`config.mk`:
```
export PLATFORM = sky130hd
export DESIGN_NAME = uart_tx_core
export DESIGN_NICKNAME = d
export VERILOG_FILES = /design/src/rtl/uart_tx_core.sv
export SDC_FILE = /design/constraint.sdc
export NUM_CORES = 1
export LEC_CHECK = 0
export ABC_AREA = 0
export CAP_MARGIN = 20
export CORE_ASPECT_RATIO = 0.9
export CORE_MARGIN = 4
export CORE_UTILIZATION = 30
export DETAILED_ROUTE_END_ITERATION = 7
export GPL_ROUTABILITY_DRIVEN = 0
export GPL_TIMING_DRIVEN = 0
export PLACE_DENSITY_LB_ADDON = 0.3
export SLEW_MARGIN = 0
export SYNTH_ARGS = -nofsm -noshare
export SYNTH_HDL_FRONTEND = slang
export SYNTH_SLANG_ARGS = --single-unit
```
`constraint.sdc`:
```
create_clock -name clk -period 2.7 [get_ports clk]
set_input_delay 0.54 -clock clk [delete_from_list [all_inputs] [get_ports clk]]
set_output_delay 0.54 -clock clk [all_outputs]
set_load 0.05 [all_outputs]
```
`src/rtl/uart_tx_core.sv`:
```
// ---------------------------------------------------------------------------
// uart_tx_core
// Transmit-only UART with a small word FIFO in front of the serialiser.
// Bit timing comes from a clk-domain divider (CLK_HZ/BAUD) used as an enable.
// Frame: start(0), DATA_BITS LSB first, optional parity, STOP_BITS stop(1).
//
// Ports
//   clk        : single clock, all logic on the rising edge
//   rst_n      : asynchronous active-low reset
//   s_data     : word to transmit, captured on an accepting edge
//   s_valid    : s_data valid
//   s_ready    : FIFO can accept a word (low while in reset or full)
//   tx         : serial line, registered, idle high
//   busy       : registered, high while a frame is on the line
//   fifo_count : words currently held in the FIFO (0..FIFO_DEPTH)
// ---------------------------------------------------------------------------
module uart_tx_core #(
   parameter int CLK_HZ     = 50_000_000,
   parameter int BAUD       = 115200,
   parameter int DATA_BITS  = 8,
   parameter int PARITY     = 0,
   parameter int STOP_BITS  = 1,
   parameter int FIFO_DEPTH = 4
) (
   input  logic                          clk,
   input  logic                          rst_n,
   input  logic [DATA_BITS-1:0]          s_data,
   input  logic                          s_valid,
   output logic                          s_ready,
   output logic                          tx,
   output logic                          busy,
   output logic [$clog2(FIFO_DEPTH):0]   fifo_count
);

   localparam int DIV    = CLK_HZ / BAUD;
   localparam int BAUD_W = (DIV > 2) ? $clog2(DIV) : 1;
   localparam int PTR_W  = (FIFO_DEPTH > 2) ? $clog2(FIFO_DEPTH) : 1;
   localparam int BIT_W  = 3;

   localparam logic [BAUD_W-1:0] BAUD_LAST = BAUD_W'(DIV - 1);
   localparam logic [BAUD_W-1:0] BAUD_ONE  = BAUD_W'(1);
   localparam logic [BAUD_W-1:0] BAUD_ZERO = BAUD_W'(0);
   localparam logic [BIT_W-1:0]  DATA_LAST = BIT_W'(DATA_BITS - 1);
   localparam logic [BIT_W-1:0]  STOP_LAST = BIT_W'(STOP_BITS - 1);
   localparam logic [BIT_W-1:0]  BIT_ONE   = BIT_W'(1);
   localparam logic [BIT_W-1:0]  BIT_ZERO  = BIT_W'(0);
   localparam logic [PTR_W-1:0]  PTR_ONE   = PTR_W'(1);
   localparam logic [PTR_W-1:0]  PTR_ZERO  = PTR_W'(0);
   localparam logic [PTR_W:0]    CNT_ONE   = (PTR_W + 1)'(1);
   localparam logic [PTR_W:0]    CNT_ZERO  = (PTR_W + 1)'(0);
   localparam logic [PTR_W:0]    CNT_FULL  = (PTR_W + 1)'(FIFO_DEPTH);

   // Illegal configurations stop elaboration.
   if (DIV < 2) begin : g_bad_div
      $error("uart_tx_core: CLK_HZ/BAUD must be at least 2");
   end
   if (DATA_BITS < 5 || DATA_BITS > 8) begin : g_bad_data
      $error("uart_tx_core: DATA_BITS must be 5..8");
   end
   if (PARITY < 0 || PARITY > 2) begin : g_bad_parity
      $error("uart_tx_core: PARITY must be 0, 1 or 2");
   end
   if (STOP_BITS < 1 || STOP_BITS > 2) begin : g_bad_stop
      $error("uart_tx_core: STOP_BITS must be 1 or 2");
   end
   if (FIFO_DEPTH < 2 || (FIFO_DEPTH & (FIFO_DEPTH - 1)) != 0) begin : g_bad_depth
      $error("uart_tx_core: FIFO_DEPTH must be a power of two >= 2");
   end

   typedef enum logic [2:0] {
      S_IDLE   = 3'd0,
      S_START  = 3'd1,
      S_DATA   = 3'd2,
      S_PARITY = 3'd3,
      S_STOP   = 3'd4
   } state_e;

   // Even parity is the XOR of the data bits; odd parity is its inverse.
   function automatic logic parity_of(input logic [DATA_BITS-1:0] d);
      logic p;
      p = ^d;
      if (PARITY == 2) begin
         p = ~p;
      end else begin
         p = p;
      end
      return p;
   endfunction

   logic [DATA_BITS-1:0] mem_q [FIFO_DEPTH];
   logic [PTR_W-1:0]     wr_ptr_q;
   logic [PTR_W-1:0]     rd_ptr_q;
   logic [PTR_W:0]       count_q;
   logic [PTR_W:0]       count_d;

   state_e               state_q;
   logic [BAUD_W-1:0]    baud_q;
   logic [BIT_W-1:0]     bit_q;
   logic [DATA_BITS-1:0] shift_q;
   logic                 par_q;
   logic                 tx_q;
   logic                 busy_q;

   logic                 push_s;
   logic                 pop_s;
   logic                 tick_s;
   logic                 frame_end_s;
   logic [DATA_BITS-1:0] head_s;

   // Ready depends only on the current count, so a full FIFO never takes a
   // word even on an edge where the serialiser pops.
   assign s_ready    = rst_n && (count_q < CNT_FULL);
   assign push_s     = s_valid && s_ready;
   assign head_s     = mem_q[rd_ptr_q];
   assign tx         = tx_q;
   assign busy       = busy_q;
   assign fifo_count = count_q;

   // Baud tick, end-of-frame detect and pop request.
   always_comb begin
      tick_s      = (baud_q == BAUD_LAST);
      frame_end_s = (state_q == S_STOP) && tick_s && (bit_q == STOP_LAST);
      if (count_q != CNT_ZERO) begin
         pop_s = (state_q == S_IDLE) || frame_end_s;
      end else begin
         pop_s = 1'b0;
      end
   end

   // Next FIFO occupancy; a simultaneous push and pop leaves it unchanged.
   always_comb begin
      count_d = count_q;
      case ({push_s, pop_s})
         2'b10:   count_d = count_q + CNT_ONE;
         2'b01:   count_d = count_q - CNT_ONE;
         default: count_d = count_q;
      endcase
   end

   // FIFO storage write; contents need no reset, pointers gate validity.
   always_ff @(posedge clk) begin
      if (push_s) begin
         mem_q[wr_ptr_q] <= s_data;
      end
   end

   // FIFO pointers and occupancy; pointers wrap naturally (power-of-two depth).
   always_ff @(posedge clk or negedge rst_n) begin
      if (!rst_n) begin
         wr_ptr_q <= PTR_ZERO;
         rd_ptr_q <= PTR_ZERO;
         count_q  <= CNT_ZERO;
      end else begin
         if (push_s) begin
            wr_ptr_q <= wr_ptr_q + PTR_ONE;
         end
         if (pop_s) begin
            rd_ptr_q <= rd_ptr_q + PTR_ONE;
         end
         count_q <= count_d;
      end
   end

   // Frame FSM with registered tx/busy and the baud divider.
   always_ff @(posedge clk or negedge rst_n) begin
      if (!rst_n) begin
         state_q <= S_IDLE;
         baud_q  <= BAUD_ZERO;
         bit_q   <= BIT_ZERO;
         shift_q <= '0;
         par_q   <= 1'b0;
         tx_q    <= 1'b1;
         busy_q  <= 1'b0;
      end else begin
         case (state_q)
            S_IDLE: begin
               baud_q <= BAUD_ZERO;
               if (pop_s) begin
                  shift_q <= head_s;
                  par_q   <= parity_of(head_s);
                  bit_q   <= BIT_ZERO;
                  tx_q    <= 1'b0;
                  busy_q  <= 1'b1;
                  state_q <= S_START;
               end else begin
                  tx_q   <= 1'b1;
                  busy_q <= 1'b0;
               end
            end
            S_START: begin
               if (tick_s) begin
                  baud_q  <= BAUD_ZERO;
                  tx_q    <= shift_q[0];
                  shift_q <= shift_q >> 1;
                  bit_q   <= BIT_ZERO;
                  state_q <= S_DATA;
               end else begin
                  baud_q <= baud_q + BAUD_ONE;
               end
            end
            S_DATA: begin
               if (tick_s) begin
                  baud_q <= BAUD_ZERO;
                  if (bit_q == DATA_LAST) begin
                     bit_q <= BIT_ZERO;
                     if (PARITY != 0) begin
                        tx_q    <= par_q;
                        state_q <= S_PARITY;
                     end else begin
                        tx_q    <= 1'b1;
                        state_q <= S_STOP;
                     end
                  end else begin
                     tx_q    <= shift_q[0];
                     shift_q <= shift_q >> 1;
                     bit_q   <= bit_q + BIT_ONE;
                  end
               end else begin
                  baud_q <= baud_q + BAUD_ONE;
               end
            end
            S_PARITY: begin
               if (tick_s) begin
                  baud_q  <= BAUD_ZERO;
                  bit_q   <= BIT_ZERO;
                  tx_q    <= 1'b1;
                  state_q <= S_STOP;
               end else begin
                  baud_q <= baud_q + BAUD_ONE;
               end
            end
            S_STOP: begin
               if (tick_s) begin
                  baud_q <= BAUD_ZERO;
                  if (bit_q == STOP_LAST) begin
                     bit_q <= BIT_ZERO;
                     // Queued word goes straight into a new start bit.
                     if (pop_s) begin
                        shift_q <= head_s;
                        par_q   <= parity_of(head_s);
                        tx_q    <= 1'b0;
                        busy_q  <= 1'b1;
                        state_q <= S_START;
                     end else begin
                        tx_q    <= 1'b1;
                        busy_q  <= 1'b0;
                        state_q <= S_IDLE;
                     end
                  end else begin
                     bit_q <= bit_q + BIT_ONE;
                  end
               end else begin
                  baud_q <= baud_q + BAUD_ONE;
               end
            end
            default: begin
               state_q <= S_IDLE;
               baud_q  <= BAUD_ZERO;
               bit_q   <= BIT_ZERO;
               tx_q    <= 1'b1;
               busy_q  <= 1'b0;
            end
         endcase
      end
   end

endmodule

```
==> metrics.log <==
[metrics] status: finished, final reports clean
[metrics] GRT busiest layer: met2
[metrics] setup slack after placement: -223.0 ps
[metrics] Clk network pwr share: a little over a fifth
[metrics] ratio of final minimum period to clock period: a little over nine tenths
[metrics] number of antenna violations at the first check in global routing: 0
[metrics] endpoint kind of the worst setup timing path: flop
[metrics] met3 track utilization from global routing: under 10%
[metrics] top_reg_cell synth: sky130_fd_sc_hd__edfxtp_1
[metrics] Die H: a little over 100 um
[metrics] Async SR Flop Fraction: between 50% and 60%
[metrics] internal power: between 2 and 2.5 mW
[metrics] number of hold-repair buffers added at the cts stage: 0
[metrics] TritonCTS clock tree: done
[metrics] number of nets still failing antenna checks after routing: 0
[metrics] count of port buffers added during placement: 16
[metrics] Worst-path clk slew: about 80 ps
[metrics] clock network latency to the later pin of the worst-skew pair: around 340 ps
[metrics] Leakage: approximately 1.3 nW
[metrics] starting density of the core: a little under a third
[metrics] Bufs on Longest Clock Path: 2
[metrics] Worst Max-Slew Pin Slew: 885.1 ps
[metrics] power share of the sequential group: 36.9%
[metrics] clk sinks: 64
[metrics] post-synth net total: approximately 230
[metrics] routing usage on met1: 13.37%
[metrics] routed via count divided by cell count: roughly 4.6
[metrics] TritonCTS buffer count: 9
[metrics] number of H-tree levels: 3
[metrics] Max Slew Vio Count: 0
[metrics] DIE WIDTH: between 100 and 150 um
[metrics] Detail Placement HPWL: ~3400 um
[metrics] I/O pin count: 17
[metrics] Critical Path Start Type: flop
[metrics] Rel. slew slack: roughly two fifths
[metrics] final instance count without filler cells: about 370
[metrics] Most common cell on crit path: sky130_fd_sc_hd__ha_1
[metrics] number of inserted diodes: 0
[metrics] count of final hold-check violations: 0
[metrics] count of flip-flops with a built-in enable after synthesis: 32
[metrics] NetSw: 1.429 mW
[metrics] data required time of the critical path: roughly 2900 ps
[metrics] post-route standard cell area excluding fillers: approximately 3500 um^2
[metrics] wire length of the first global-routing pass: about 8800 um
[metrics] Clock Tree Root: sky130_fd_sc_hd__clkbuf_8
[metrics] power density normalized to cell area: between 1000 and 1500 nW/um^2
[metrics] number of warnings reported in the yosys synthesis log: 0
[metrics] count of maximum capacitance violations: 0
[metrics] placed cells: approximately 350
[metrics] fin crit period: roughly 2600 ps
[metrics] slowest CP cell: sky130_fd_sc_hd__fa_1
[metrics] RSZ-0062 raised after global routing: true
[metrics] number of instances in the synthesized netlist: approximately 210
[metrics] Avg Cell Area, Syn: 13.91 um^2
[metrics] Final setup violation count: 0
[metrics] sw frac: about 37%
[metrics] Post-Route Setup TNS: 0 ps
[metrics] sequence of cells on the critical path: inv_1 -> ha_1 -> nand4b_1 -> o41ai_2 -> nand2_1 -> buf_6 -> inv_2 -> ha_1 -> fa_1 -> mux2_2
[metrics] largest stage delay on the critical path: between 400 and 500 ps
[metrics] GR Layer Usage met2: 15.21%
[metrics] die area: 11430 um^2
[metrics] path type of the worst min-delay path: in2async
[metrics] GR Overflow Total: 0
[metrics] iteration count of the initial detailed-routing pass: 4
[metrics] num rows: 33
[metrics] sequential element share of the synthesized area: 60.09%
[metrics] DRC violation count after routing: 0
[metrics] worst slack on hold paths: between 100 and 150 ps
[metrics] combinational share of power: 41.6%
[metrics] First DRT Iteration DRCs: 47
[metrics] count of nets after finishing: about 260
[metrics] detailed-route wire length per cell: roughly 14 um
[metrics] post-synthesis cell area: between 2000 and 3000 um^2
[metrics] Post-Route Skew: 7.208 ps
[metrics] share of cells above drive strength 1: 18.44%
[metrics] worst setup path class: reg2reg
[metrics] arrival time of data at the critical path endpoint: between 2000 and 3000 ps
[metrics] largest net degree at the start of global routing: 34
[metrics] layout-stage area growth over the synthesis result: 17.91%
[metrics] worst-path fanout max: 10
[metrics] area of placed instances: ~3200 um^2
[metrics] wire length after detailed routing: 5036 um
[metrics] Seq cells post-synth: 64
[metrics] GRT Total Usage: about a tenth
[metrics] routed vias: about 1700
[metrics] maximum ir drop on the vdd rail: about 0.00045 V
[metrics] highest clock rate: between 300 and 400 MHz
[metrics] setup slack after layout: 122.0 ps
[metrics] vias in the first global route: 1750
[metrics] Yosys cell types: 45
[metrics] standard cell core area: ~9300 um^2
## path summary, 6_finish.rpt
kind,cells past startpoint,end,slack (ps),startpoint
setup / recovery,10,fifo_count[1],120,baud_q[1]
hold / removal,1,baud_q[5],130,rst_n
setup reg to reg,10,fifo_count[1],120,baud_q[1]
hold reg to reg,1,shift_q[1],510,shift_q[1]
max in group asynchronous,1,tx,2240,rst_n
min in group clk,1,shift_q[1],510,shift_q[1]
## registers in the layout, indices dropped and copies added (netlist names)
register,flops
busy,1
shift_q,8
bit_q,3
state_q,3
fifo_count,3
wr_ptr_q,2
tx,1
baud_q,9
rd_ptr_q,2
mem_q,32
## cells in the mapped netlist, types with 2 or more instances
cell type / number / area, um^2
sky130_fd_sc_hd__edfxtp_1: 32 / 960.9
sky130_fd_sc_hd__dfrtp_1: 31 / 775.7
sky130_fd_sc_hd__nor2_1: 20 / 75.07
sky130_fd_sc_hd__nand2_1: 14 / 52.55
sky130_fd_sc_hd__o22a_1: 14 / 122.6
sky130_fd_sc_hd__ha_1: 10 / 125.1
sky130_fd_sc_hd__inv_1: 10 / 37.54
sky130_fd_sc_hd__xnor2_1: 10 / 87.58
sky130_fd_sc_hd__mux4_2: 8 / 180.2
sky130_fd_sc_hd__and3_1: 5 / 31.28
sky130_fd_sc_hd__mux2_2: 5 / 56.30
sky130_fd_sc_hd__nand3_1: 5 / 25.02
sky130_fd_sc_hd__nor2b_1: 4 / 25.02
sky130_fd_sc_hd__o21ai_0: 3 / 15.01
sky130_fd_sc_hd__xor2_1: 3 / 26.28
sky130_fd_sc_hd__a21oi_1: 2 / 10.01
sky130_fd_sc_hd__buf_2: 2 / 10.01
sky130_fd_sc_hd__buf_6: 2 / 22.52
sky130_fd_sc_hd__nor3_1: 2 / 10.01
sky130_fd_sc_hd__o21ai_1: 2 / 10.01
sky130_fd_sc_hd__o22ai_1: 2 / 12.51
sky130_fd_sc_hd__or3_1: 2 / 12.51
## cell families after synthesis
kind of cell / after synthesis / share of synthesized area, %
AO/OA/AOI/OAI: 33 / 9.723
XOR/XNOR: 13 / 3.881
adder cells (fa/ha/maj): 11 / 4.947
buffers and inverters: 17 / 2.772
flip-flops: 64 / 60.09
multiplexers: 13 / 8.059
AND/OR/NAND/NOR: 60 / 10.53
## power groups by stage
stage / sequential, mW / clock [mW] / combinational, mW
2_1_floorplan: 1.54 / 0 / 1.13
3_5_place_dp: 1.44 / 0 / 1.62
5_1_grt: 1.46 / 0.912 / 1.80
3_3_place_gp: 1.44 / 0 / 1.61
6_report: 1.42 / 0.829 / 1.60
4_1_cts: 1.42 / 0.863 / 1.63
## worst max-delay path, delay by kind of cell (launching register included)
kind / cells / cell delay [ps]
adder cells (fa/ha/maj): 3 / 760
flip-flops: 1 / 410
AND/OR/NAND/NOR: 2 / 350
AO/OA/AOI/OAI: 1 / 380
buffers and inverters: 3 / 320
multiplexers: 1 / 260
## through the flow
step / util [%] / total power, mW
after floorplan: - / 2.670
after global placement: 34.82 / 3.049
after detailed placement: 34.77 / 3.067
after CTS: 36.97 / 3.915
after global routing: 37.07 / 4.169
final: 37.07 / 3.856
## placed cells by master, fill, tap and decap left out, types with 3 or more instances in the layout
master,n
sky130_fd_sc_hd__edfxtp_1,32
sky130_fd_sc_hd__o22a_1,14
sky130_fd_sc_hd__dfrtp_1,31
sky130_fd_sc_hd__nand2_1,14
sky130_fd_sc_hd__o21ai_0,3
sky130_fd_sc_hd__nand3_1,5
sky130_fd_sc_hd__clkbuf_8,9
sky130_fd_sc_hd__and3_1,5
sky130_fd_sc_hd__mux2_2,5
sky130_fd_sc_hd__inv_1,10
sky130_fd_sc_hd__xor2_1,3
sky130_fd_sc_hd__nor2b_1,3
sky130_fd_sc_hd__ha_1,10
sky130_fd_sc_hd__xnor2_1,10
sky130_fd_sc_hd__mux4_2,8
sky130_fd_sc_hd__clkdlybuf4s50_1,14
sky130_fd_sc_hd__clkinvlp_4,3
sky130_fd_sc_hd__nor2_1,20
## timing repair
item / 4_1_cts / 5_1_grt
setup buffers: 0 / 1
setup endpoints to repair: 1 / 2
gates resized for setup: 1 / 1
## area by class of cell
class / instances / area [um^2]
multi-input cells: 130 / 1092
well taps: 122 / 152.6
clock buffers: 9 / 123.9
repair buffers: 17 / 167.7
fillers: 948 / 5872
flip-flops and latches: 64 / 1763
inverters: 11 / 41.29
plain buffers: 6 / 40.04
clock inverters: 7 / 78.83
## per-layer routing
layer,vias up,part of all wire [%]
met2,27,46
met1,832,50
met4,0,0.54
li1,824,-
met3,4,4.0
met5,-,0
Power figures use the tool's default switching activity.
